$ cat src/rtl/kappa3_dbg_ctrl.sv
// kappa3-light debug/run-control responder: host strobes to load pulses, phase enables, memory access.
// Optional breakpoint unit enabled with `define DBG_BREAKPOINT_EN.
module kappa3_dbg_ctrl #(
    parameter int MEM_LAT = 1,
    parameter int XLEN    = 32
) (
    input  logic            clock,
    input  logic            reset,
    input  logic            run,
    input  logic            step_phase,
    input  logic            step_inst,
    input  logic            halt,
    input  logic            inst_end,
    output logic            phase_adv,
    output logic            running,
    input  logic [XLEN-1:0] dbg_in,
    input  logic            dbg_pc_ld,
    input  logic            dbg_ir_ld,
    input  logic            dbg_reg_ld,
    input  logic            dbg_a_ld,
    input  logic            dbg_b_ld,
    input  logic            dbg_c_ld,
    input  logic [4:0]      dbg_reg_addr,
    input  logic [XLEN-1:0] dbg_mem_addr,
    input  logic            dbg_mem_read,
    input  logic            dbg_mem_write,
    output logic [XLEN-1:0] dbg_mem_out,
    output logic            pc_ld,
    output logic            ir_ld,
    output logic            reg_ld,
    output logic            a_ld,
    output logic            b_ld,
    output logic            c_ld,
    output logic [4:0]      reg_addr,
    output logic [XLEN-1:0] ld_data,
    output logic [XLEN-1:0] mem_addr,
    output logic            mem_rd,
    output logic            mem_wr,
    output logic [XLEN-1:0] mem_wdata,
    input  logic [XLEN-1:0] mem_rdata,
`ifdef DBG_BREAKPOINT_EN
    input  logic            dbg_bp_ld,
    input  logic [XLEN-1:0] pc_next,
    output logic            bp_hit,
`endif
    output logic            dbg_busy,
    output logic            dbg_err
);

    typedef enum logic [1:0] {R_IDLE, R_RUN, R_STEP, R_INST} run_t;
    typedef enum logic [1:0] {M_IDLE, M_RD, M_WAIT, M_WR} mem_t;

    localparam logic [3:0] LAT_LAST = 4'(MEM_LAT - 1);

`ifdef DBG_BREAKPOINT_EN
    localparam int NS = 12;
`else
    localparam int NS = 11;
`endif

    logic [NS-1:0] raw;
    logic [NS-1:0] raw_q;
    logic [NS-1:0] ev;

`ifdef DBG_BREAKPOINT_EN
    assign raw = {dbg_bp_ld, dbg_mem_write, dbg_mem_read,
                  dbg_c_ld, dbg_b_ld, dbg_a_ld, dbg_reg_ld,
                  dbg_ir_ld, dbg_pc_ld, step_inst, step_phase, run};
`else
    assign raw = {dbg_mem_write, dbg_mem_read,
                  dbg_c_ld, dbg_b_ld, dbg_a_ld, dbg_reg_ld,
                  dbg_ir_ld, dbg_pc_ld, step_inst, step_phase, run};
`endif

    assign ev = raw & ~raw_q;

    logic ev_run, ev_sp, ev_si;
    logic ev_pc, ev_ir, ev_reg, ev_a, ev_b, ev_c;
    logic ev_mr, ev_mw;

    assign ev_run = ev[0];
    assign ev_sp  = ev[1];
    assign ev_si  = ev[2];
    assign ev_pc  = ev[3];
    assign ev_ir  = ev[4];
    assign ev_reg = ev[5];
    assign ev_a   = ev[6];
    assign ev_b   = ev[7];
    assign ev_c   = ev[8];
    assign ev_mr  = ev[9];
    assign ev_mw  = ev[10];

    run_t       run_st, run_nx;
    mem_t       mem_st, mem_nx;
    logic [3:0] cnt;
    logic       cap;
    logic       bp_set;
    logic       ld_any;
    logic       ld_go;
    logic       mem_any;
    logic       wr_go;
    logic       rd_go;
    logic       err_set;

`ifdef DBG_BREAKPOINT_EN
    logic            ev_bp;
    logic [XLEN-1:0] bp_addr;
    logic            bp_valid;
    logic            bp_match;

    assign ev_bp    = ev[11];
    assign bp_match = bp_valid && (pc_next == bp_addr);
    assign ld_any   = ev_pc | ev_ir | ev_reg | ev_a | ev_b | ev_c | ev_bp;
`else
    assign ld_any   = ev_pc | ev_ir | ev_reg | ev_a | ev_b | ev_c;
`endif

    assign running  = (run_st != R_IDLE);
    assign dbg_busy = (mem_st != M_IDLE);
    assign mem_any  = ev_mr | ev_mw;
    assign ld_go    = (ev_pc | ev_ir | ev_reg | ev_a | ev_b | ev_c) & ~running;
    assign wr_go    = ev_mw & ~running & ~dbg_busy;
    assign rd_go    = ev_mr & ~ev_mw & ~running & ~dbg_busy;

    // Anything dropped for bus ownership, a busy port or a read/write collision.
    assign err_set = (running & (ld_any | mem_any))
                   | (~running & dbg_busy & mem_any)
                   | (~running & ~dbg_busy & ev_mr & ev_mw);

    assign mem_wdata = ld_data;

    always_comb begin
        run_nx    = run_st;
        phase_adv = 1'b0;
        bp_set    = 1'b0;
        unique case (run_st)
            R_IDLE: begin
                if (ev_run) begin
                    run_nx = R_RUN;
                end else if (ev_sp) begin
                    run_nx = R_STEP;
                end else if (ev_si) begin
                    run_nx = R_INST;
                end
            end
            R_RUN: begin
                if (halt || ev_run) begin
                    run_nx = R_IDLE;
                end else begin
                    phase_adv = 1'b1;
`ifdef DBG_BREAKPOINT_EN
                    if (inst_end && bp_match) begin
                        run_nx = R_IDLE;
                        bp_set = 1'b1;
                    end
`endif
                end
            end
            R_STEP: begin
                phase_adv = 1'b1;
                run_nx    = R_IDLE;
            end
            R_INST: begin
                phase_adv = 1'b1;
                if (inst_end) begin
                    run_nx = R_IDLE;
                end
            end
            default: run_nx = R_IDLE;
        endcase
    end

    always_comb begin
        mem_nx = mem_st;
        mem_rd = 1'b0;
        mem_wr = 1'b0;
        cap    = 1'b0;
        unique case (mem_st)
            M_IDLE: begin
                if (wr_go) begin
                    mem_nx = M_WR;
                end else if (rd_go) begin
                    mem_nx = M_RD;
                end
            end
            M_WR: begin
                mem_wr = 1'b1;
                mem_nx = M_IDLE;
            end
            M_RD: begin
                mem_rd = 1'b1;
                mem_nx = M_WAIT;
            end
            M_WAIT: begin
                if (cnt == 4'd0) begin
                    cap    = 1'b1;
                    mem_nx = M_IDLE;
                end
            end
            default: mem_nx = M_IDLE;
        endcase
    end

    always_ff @(posedge clock) begin
        if (!reset) begin
            run_st <= R_IDLE;
            mem_st <= M_IDLE;
            raw_q  <= '0;
        end else begin
            run_st <= run_nx;
            mem_st <= mem_nx;
            raw_q  <= raw;
        end
    end

    always_ff @(posedge clock) begin
        if (!reset) begin
            pc_ld       <= 1'b0;
            ir_ld       <= 1'b0;
            reg_ld      <= 1'b0;
            a_ld        <= 1'b0;
            b_ld        <= 1'b0;
            c_ld        <= 1'b0;
            reg_addr    <= '0;
            ld_data     <= '0;
            mem_addr    <= '0;
            dbg_mem_out <= '0;
            dbg_err     <= 1'b0;
            cnt         <= '0;
        end else begin
            pc_ld  <= ev_pc & ~running;
            ir_ld  <= ev_ir & ~running;
            reg_ld <= ev_reg & ~running;
            a_ld   <= ev_a & ~running;
            b_ld   <= ev_b & ~running;
            c_ld   <= ev_c & ~running;
            if (ld_go || wr_go) begin
                ld_data <= dbg_in;
            end
            if (ev_reg && !running) begin
                reg_addr <= dbg_reg_addr;
            end
            if (wr_go || rd_go) begin
                mem_addr <= dbg_mem_addr & ~XLEN'(3);
            end
            if (cap) begin
                dbg_mem_out <= mem_rdata;
            end
            if (err_set) begin
                dbg_err <= 1'b1;
            end
            // Latency countdown: load on the pulse, capture when it reaches zero.
            if (mem_st == M_RD) begin
                cnt <= LAT_LAST;
            end else if (mem_st == M_WAIT && cnt != 4'd0) begin
                cnt <= cnt - 4'd1;
            end
        end
    end

`ifdef DBG_BREAKPOINT_EN
    always_ff @(posedge clock) begin
        if (!reset) begin
            bp_addr  <= '0;
            bp_valid <= 1'b0;
            bp_hit   <= 1'b0;
        end else begin
            if (ev_bp && !running) begin
                bp_addr  <= dbg_in;
                bp_valid <= 1'b1;
            end
            if (bp_set) begin
                bp_hit <= 1'b1;
            end else if (ev_run) begin
                bp_hit <= 1'b0;
            end
        end
    end
`endif

endmodule

$ cat config.mk
export PLATFORM = sky130hd
export DESIGN_NAME = kappa3_dbg_ctrl
export DESIGN_NICKNAME = d
export VERILOG_FILES = /design/src/rtl/kappa3_dbg_ctrl.sv
export SDC_FILE = /design/constraint.sdc
export NUM_CORES = 1
export LEC_CHECK = 0
export ABC_CLOCK_PERIOD_IN_PS = 1850
export BUFFER_PORTS_ARGS = -buffer_cell sky130_fd_sc_hd__buf_2
export CELL_PAD_IN_SITES_DETAIL_PLACEMENT = 1
export CELL_PAD_IN_SITES_GLOBAL_PLACEMENT = 1
export CORE_ASPECT_RATIO = 0.6
export CORE_MARGIN = 3
export CORE_UTILIZATION = 32
export CTS_CLUSTER_DIAMETER = 40
export CTS_CLUSTER_SIZE = 40
export DETAILED_ROUTE_END_ITERATION = 8
export MAX_ROUTING_LAYER = met4
export PLACE_DENSITY = 0.8
export SYNTH_ARGS = -nofsm -noshare
export SYNTH_HDL_FRONTEND = slang
export SYNTH_SLANG_ARGS = --single-unit
$ cat constraint.sdc
create_clock -name clock -period 1.85 [get_ports clock]
set_input_delay 0.185 -clock clock [delete_from_list [all_inputs] [get_ports clock]]
set_output_delay 0.185 -clock clock [all_outputs]
set_load 0.005 [all_outputs]
After elaboration in Yosys (flattened, before gate mapping)
Cells that the tools add are included.
Widths: inputs -> output; s select.
{"block": "word_totals", "in_bits": 116, "regBits": 125, "wordCells": 92, "output_inout_bits": 145}
{"block": "classes", "n_reduce_logical": 16, "bitwise": 33, "addsub": 1, "mux": 16, "eq_ne": 11}
{"op": "$and 1x1->1", "count": 18}
{"op": "$mux 2", "count": 8}
{"op": "$pmux 2 s4", "count": 2}
{"op": "$and 11x11->11", "count": 1}
{"op": "$not 11->11", "count": 1}
{"op": "$or 1x1->1", "count": 9}
{"op": "$eq 2x2->1 const B", "count": 4}
{"op": "$ne 2x2->1 const B", "count": 3}
{"op": "$mux 1", "count": 5}
{"op": "$eq 2x1->1 const B", "count": 2}
{"op": "$logic_not 2->1", "count": 2}
{"op": "$logic_not 4->1", "count": 1}
{"op": "$ne 4x4->1 const B", "count": 1}
{"op": "$not 1->1", "count": 4}
{"op": "$reduce_bool 2->1", "count": 2}
{"op": "$reduce_bool 4->1", "count": 1}
{"op": "$reduce_or 2->1", "count": 2}
{"op": "$sub 4x1->4 const B", "count": 1}
{"op": "$logic_or 1x1->1", "count": 3}
{"op": "$ne 3x3->1 const B", "count": 1}
{"op": "$reduce_and 3->1", "count": 1}
{"op": "$logic_and 1x1->1", "count": 2}
{"op": "$pmux 1 s2", "count": 1}
{"op": "$reduce_and 2->1", "count": 1}
{"op": "$logic_not 1->1", "count": 1}

Logic depth before layout (Yosys ltp)
{"block": "logic_depth", "word_depth": 11, "ltp_mapped": 9, "depth_no_buf": 6}

Worst setup path after synthesis
No wires, ideal clock.
{"block": "synth_timing", "kind": "flip-flop to flip-flop", "from": "reg cnt[0]", "to": "reg dbg_mem_out[10]", "setup_time_ps": 143, "t_required_ps": 1707, "path_buffers": 2, "path_slack_ps": 265, "path_stages_with_launch": 9, "t_arrival_ps": 1442, "synth_period_minus_slack_ps": 1585, "cell_sequence": "dfxtp_1 inv_1 ha_1 or3b_1 buf_2 nand2b_4 buf_2 nand2_1 a21oi_2"}
{"block": "synth_between", "elab_chain_cells": 3}
{"item": "start: declaration", "line_no": "95", "rtl": "logic [3:0] cnt;"}
{"item": "start signal: assignment", "line_no": "256", "rtl": "cnt <= cnt - 4'd1;"}
{"item": "$logic_not 4->1", "line_no": "195", "rtl": "if (cnt == 4'd0) begin"}
{"item": "$mux 1", "line_no": "195"}
{"item": "$mux 1", "line_no": "178", "rtl": "unique case (mem_st)"}
{"item": "end signal: assignment", "line_no": "247", "rtl": "dbg_mem_out <= mem_rdata;"}
{"item": "end: declaration", "line_no": "27", "rtl": "output logic [XLEN-1:0] dbg_mem_out,"}
No other way between the ends.
A chain may end at the register's enable or synchronous reset.

Worst setup path in the final report
{"block": "layout_timing", "from": "reg cnt[0]", "to": "reg dbg_mem_out[30]"}
The elaborated chain is that of the path after synthesis.

==> run_results.csv <==
group,metric,value,unit
outcome,status,"complete, no violations",
detailed_routing,vias_per_cell,4.41,
worst_setup_path,arrival,2.00,ns
worst_setup_path,crit_fanout,16,
clock_tree,clkLatencyLatePin,0.40,ns
timing,timing.final.crit_share,0.904,
floorplanning,core-area,15500,µm²
timing,setup_tns,0,ns
timing,setup_viol,0,
final_layout,diodes,0,
synth,netlist_area,5100,µm²
worst_setup_path,reg2reg_from,"cnt[0]$_SDFFE_PP0P_",
synth,synthArstFlopShare,0,
clock_tree,cts_tree,"done",
detailed_routing,routed_wl,14900,µm
worst_setup_path,cp-end-kind,"flip-flop",
pwr,vdd_drop_max,0.000419,V
synth,synth_edf_count,0,
timing,setup_ws,0.178,ns
global_routing,antenna_found_initial,0,
clock_tree,cts_buffer_depth,2,
worst_setup_path,cp-start-kind,"flip-flop",
synth,synth_top_cell_area_share,0.491,
job,cap_viol_max_count,0,
worst_hold_path,hp-start,"mem_rdata[9]",
clock_tree,h-tree-depth,4,
detailed_routing,ant_nets,0,
synth,synth_area_leaders,"dfxtp_1, nand2_1, mux2i_1",
placement,post-place-ws,0.132,ns
clock_tree,cts_sinks,125,
global_routing,grt_max_degree,44,
pwr,powerDensity,1170,nW/µm²
global_routing,grt_busiest_layer,"met2",
detailed_routing,vias,4494,
floorplanning,start_util,0.330,
synth,yosysMostFrequentCell,"nand2_1",
synth,yosys_warnings,0,
synth,ys.flop_type,"dfxtp_1",
global_routing,grtUsageTotal,0.167,
synth,synth_top_cell_by_area,"dfxtp_1",
floorplanning,num_rows,35,
detailed_routing,drtIter0Drc,213,
pwr,p_leak,3.44,nW
placement,place_area,6300,µm²
final_layout,final_cell_area,7140,µm²
global_routing,grt_pass1_vias,4588,
timing,fmax,598,MHz
placement,io_buffer_count,256,
worst_hold_path,min_path_type,"in2reg",
detailed_routing,drt_drc_violations_left,0,
synth,ys_seq_area_frac,0.491,
worst_setup_path,cp_data_required_time,2.18,ns
timing,grt_setup_unrepaired,"no",
final_layout,post_route_cells_drive_above_1_share,0.452,
synth,synth.distinct_cells,41,
floorplanning,dieHeight,104,µm
synth,synth_seq_cells,125,
global_routing,grt.overflow.total,0,
global_routing,grt_first_pass_wirelength,23400,µm
global_routing,grt_use_met2,0.266,
placement,dp_hpwl,10700,µm
floorplanning,num_io_pins,261,
worst_setup_path,critPathLaunch,"cnt[0]$_SDFFE_PP0P_",
floorplanning,dieArea,17500,µm²
synth,synth_top_cells_by_count,"nand2_1, dfxtp_1, a21oi_1, mux2i_1, buf_4",
synth,synth_cells,567,
clock_tree,cts-buffers-inserted,17,
global_routing,grt_util_met1,0.220,
clock_tree,clkTransAtPathRegs,0.06,ns
final_layout,nets,920,
detailed_routing,dr.pass1.iters,4,
global_routing,use_met3,0.0313,
clock_tree,clock-root-buffer,"clkbuf_16",
floorplanning,die_x,169,µm
timing,slew_viol_final,0,
pwr,total_power,8.35,mW
timing,hold_violations,0,
detailed_routing,wl_per_cell,14.6,µm
final_layout,area_delta_synth_final,40.0,%
placement,gp_congestion,0.802,
timing,finalCriticalPeriod,1.67,ns
timing,fin_skew,0.0117,ns
clock_tree,postCtsSetupBuffers,0,
worst_setup_path,critPathKind,"reg2reg",
synth,avgSynthCellArea,9.00,µm²
==> what timing repair did <==
action,in CTS,in global routing
gates resized for setup,0,1
setup endpoints to repair,0,11
endpoints found under the hold margin,15,0
hold buffers,15,0
==> registers in the layout, indices dropped and copies added (netlist names) <==
register     count
c_ld             1
dbg_err          1
b_ld             1
raw_q           11
pc_ld            1
ir_ld            1
run_st           2
mem_addr        30
a_ld             1
dbg_mem_out     32
mem_st           2
cnt              4
reg_addr         5
ld_data         32
reg_ld           1
==> worst max-delay path, stage by stage (launching register included) <==
cell and delay (ns):
dfxtp_1 0.30, inv_1 0.09, ha_1 0.18, or3b_4 0.41, nor2b_4 0.21, clkbuf_16 0.24
nand2_2 0.07, a21oi_2 0.10
==> metal layers <==
layer	share of wire	up-vias
met5	0	-
met4	0.0062	0
met3	0.052	6
met2	0.47	131
met1	0.47	2093
li1	-	2264
==> final timing paths <==
path	cells past startpoint	end	slack, ns
worst max-delay path	7	dbg_mem_out[30]$_SDFFE_PN0P_	0.18
worst min-delay path	3	dbg_mem_out[9]$_SDFFE_PN0P_	0.02
worst max register to register	7	dbg_mem_out[30]$_SDFFE_PN0P_	0.18
worst min register to register	2	mem_addr[4]$_SDFFE_PN0P_	0.45
==> layout make-up <==
class / count / area [µm²]
Clock buffer: 18 / 439
Clock inverter: 14 / 229
Fill cell: 1883 / 8320
Inverter: 6 / 22.5
Multi-Input combinational cell: 370 / 2110
Sequential cell: 125 / 2500
Tap cell: 203 / 254
Timing Repair Buffer: 283 / 1590
==> power breakdown <==
group | internal (mW) | switching [mW] | leakage, nW
Clock | 2.46 | 1.30 | 0.320
Sequential | 2.96 | 0.156 | 1.03
Combinational | 0.695 | 0.778 | 2.09
Total | 6.12 | 2.24 | 3.44
==> cells by family (layout without fill, tap and decap cells) <==
kind of cell,Yosys count,count (layout),share of synthesized area
AO/OA/AOI/OAI,77,77,0.106
XOR/XNOR,3,3,0.00515
adder cells (fa/ha/maj),1,1,0.00245
buffers and inverters,73,321,0.0984
flip-flops,125,125,0.491
multiplexers,37,37,0.0726
other,1,2,0.000735
AND/OR/NAND/NOR,250,250,0.224
==> through the flow <==
stage	cells	hold slack, ns	util
5_1_grt	1019	0.00215	0.462
3_5_place_dp	971	0.407	0.407
4_1_cts	1018	0.0000242	0.460
3_3_place_gp	971	0.401	0.407
6_report	1019	0.0211	0.462
2_1_floorplan	568	0.307	-
==> cells in the final DEF (no fill, tap or decap), types with 5 or more instances in the layout <==
cell and count:
buf_2 256, nand2_1 161, dfxtp_1 125, mux2i_1 37, a21oi_1 37, nand2_2 30, a21oi_2 30, clkbuf_16 18
nor2_1 17, dlygate4sd3_1 15, and2_1 12, nand2b_1 8, buf_4 7, bufinv_16 5, inv_6 5
Note: power is estimated with default switching activity, not from simulation.
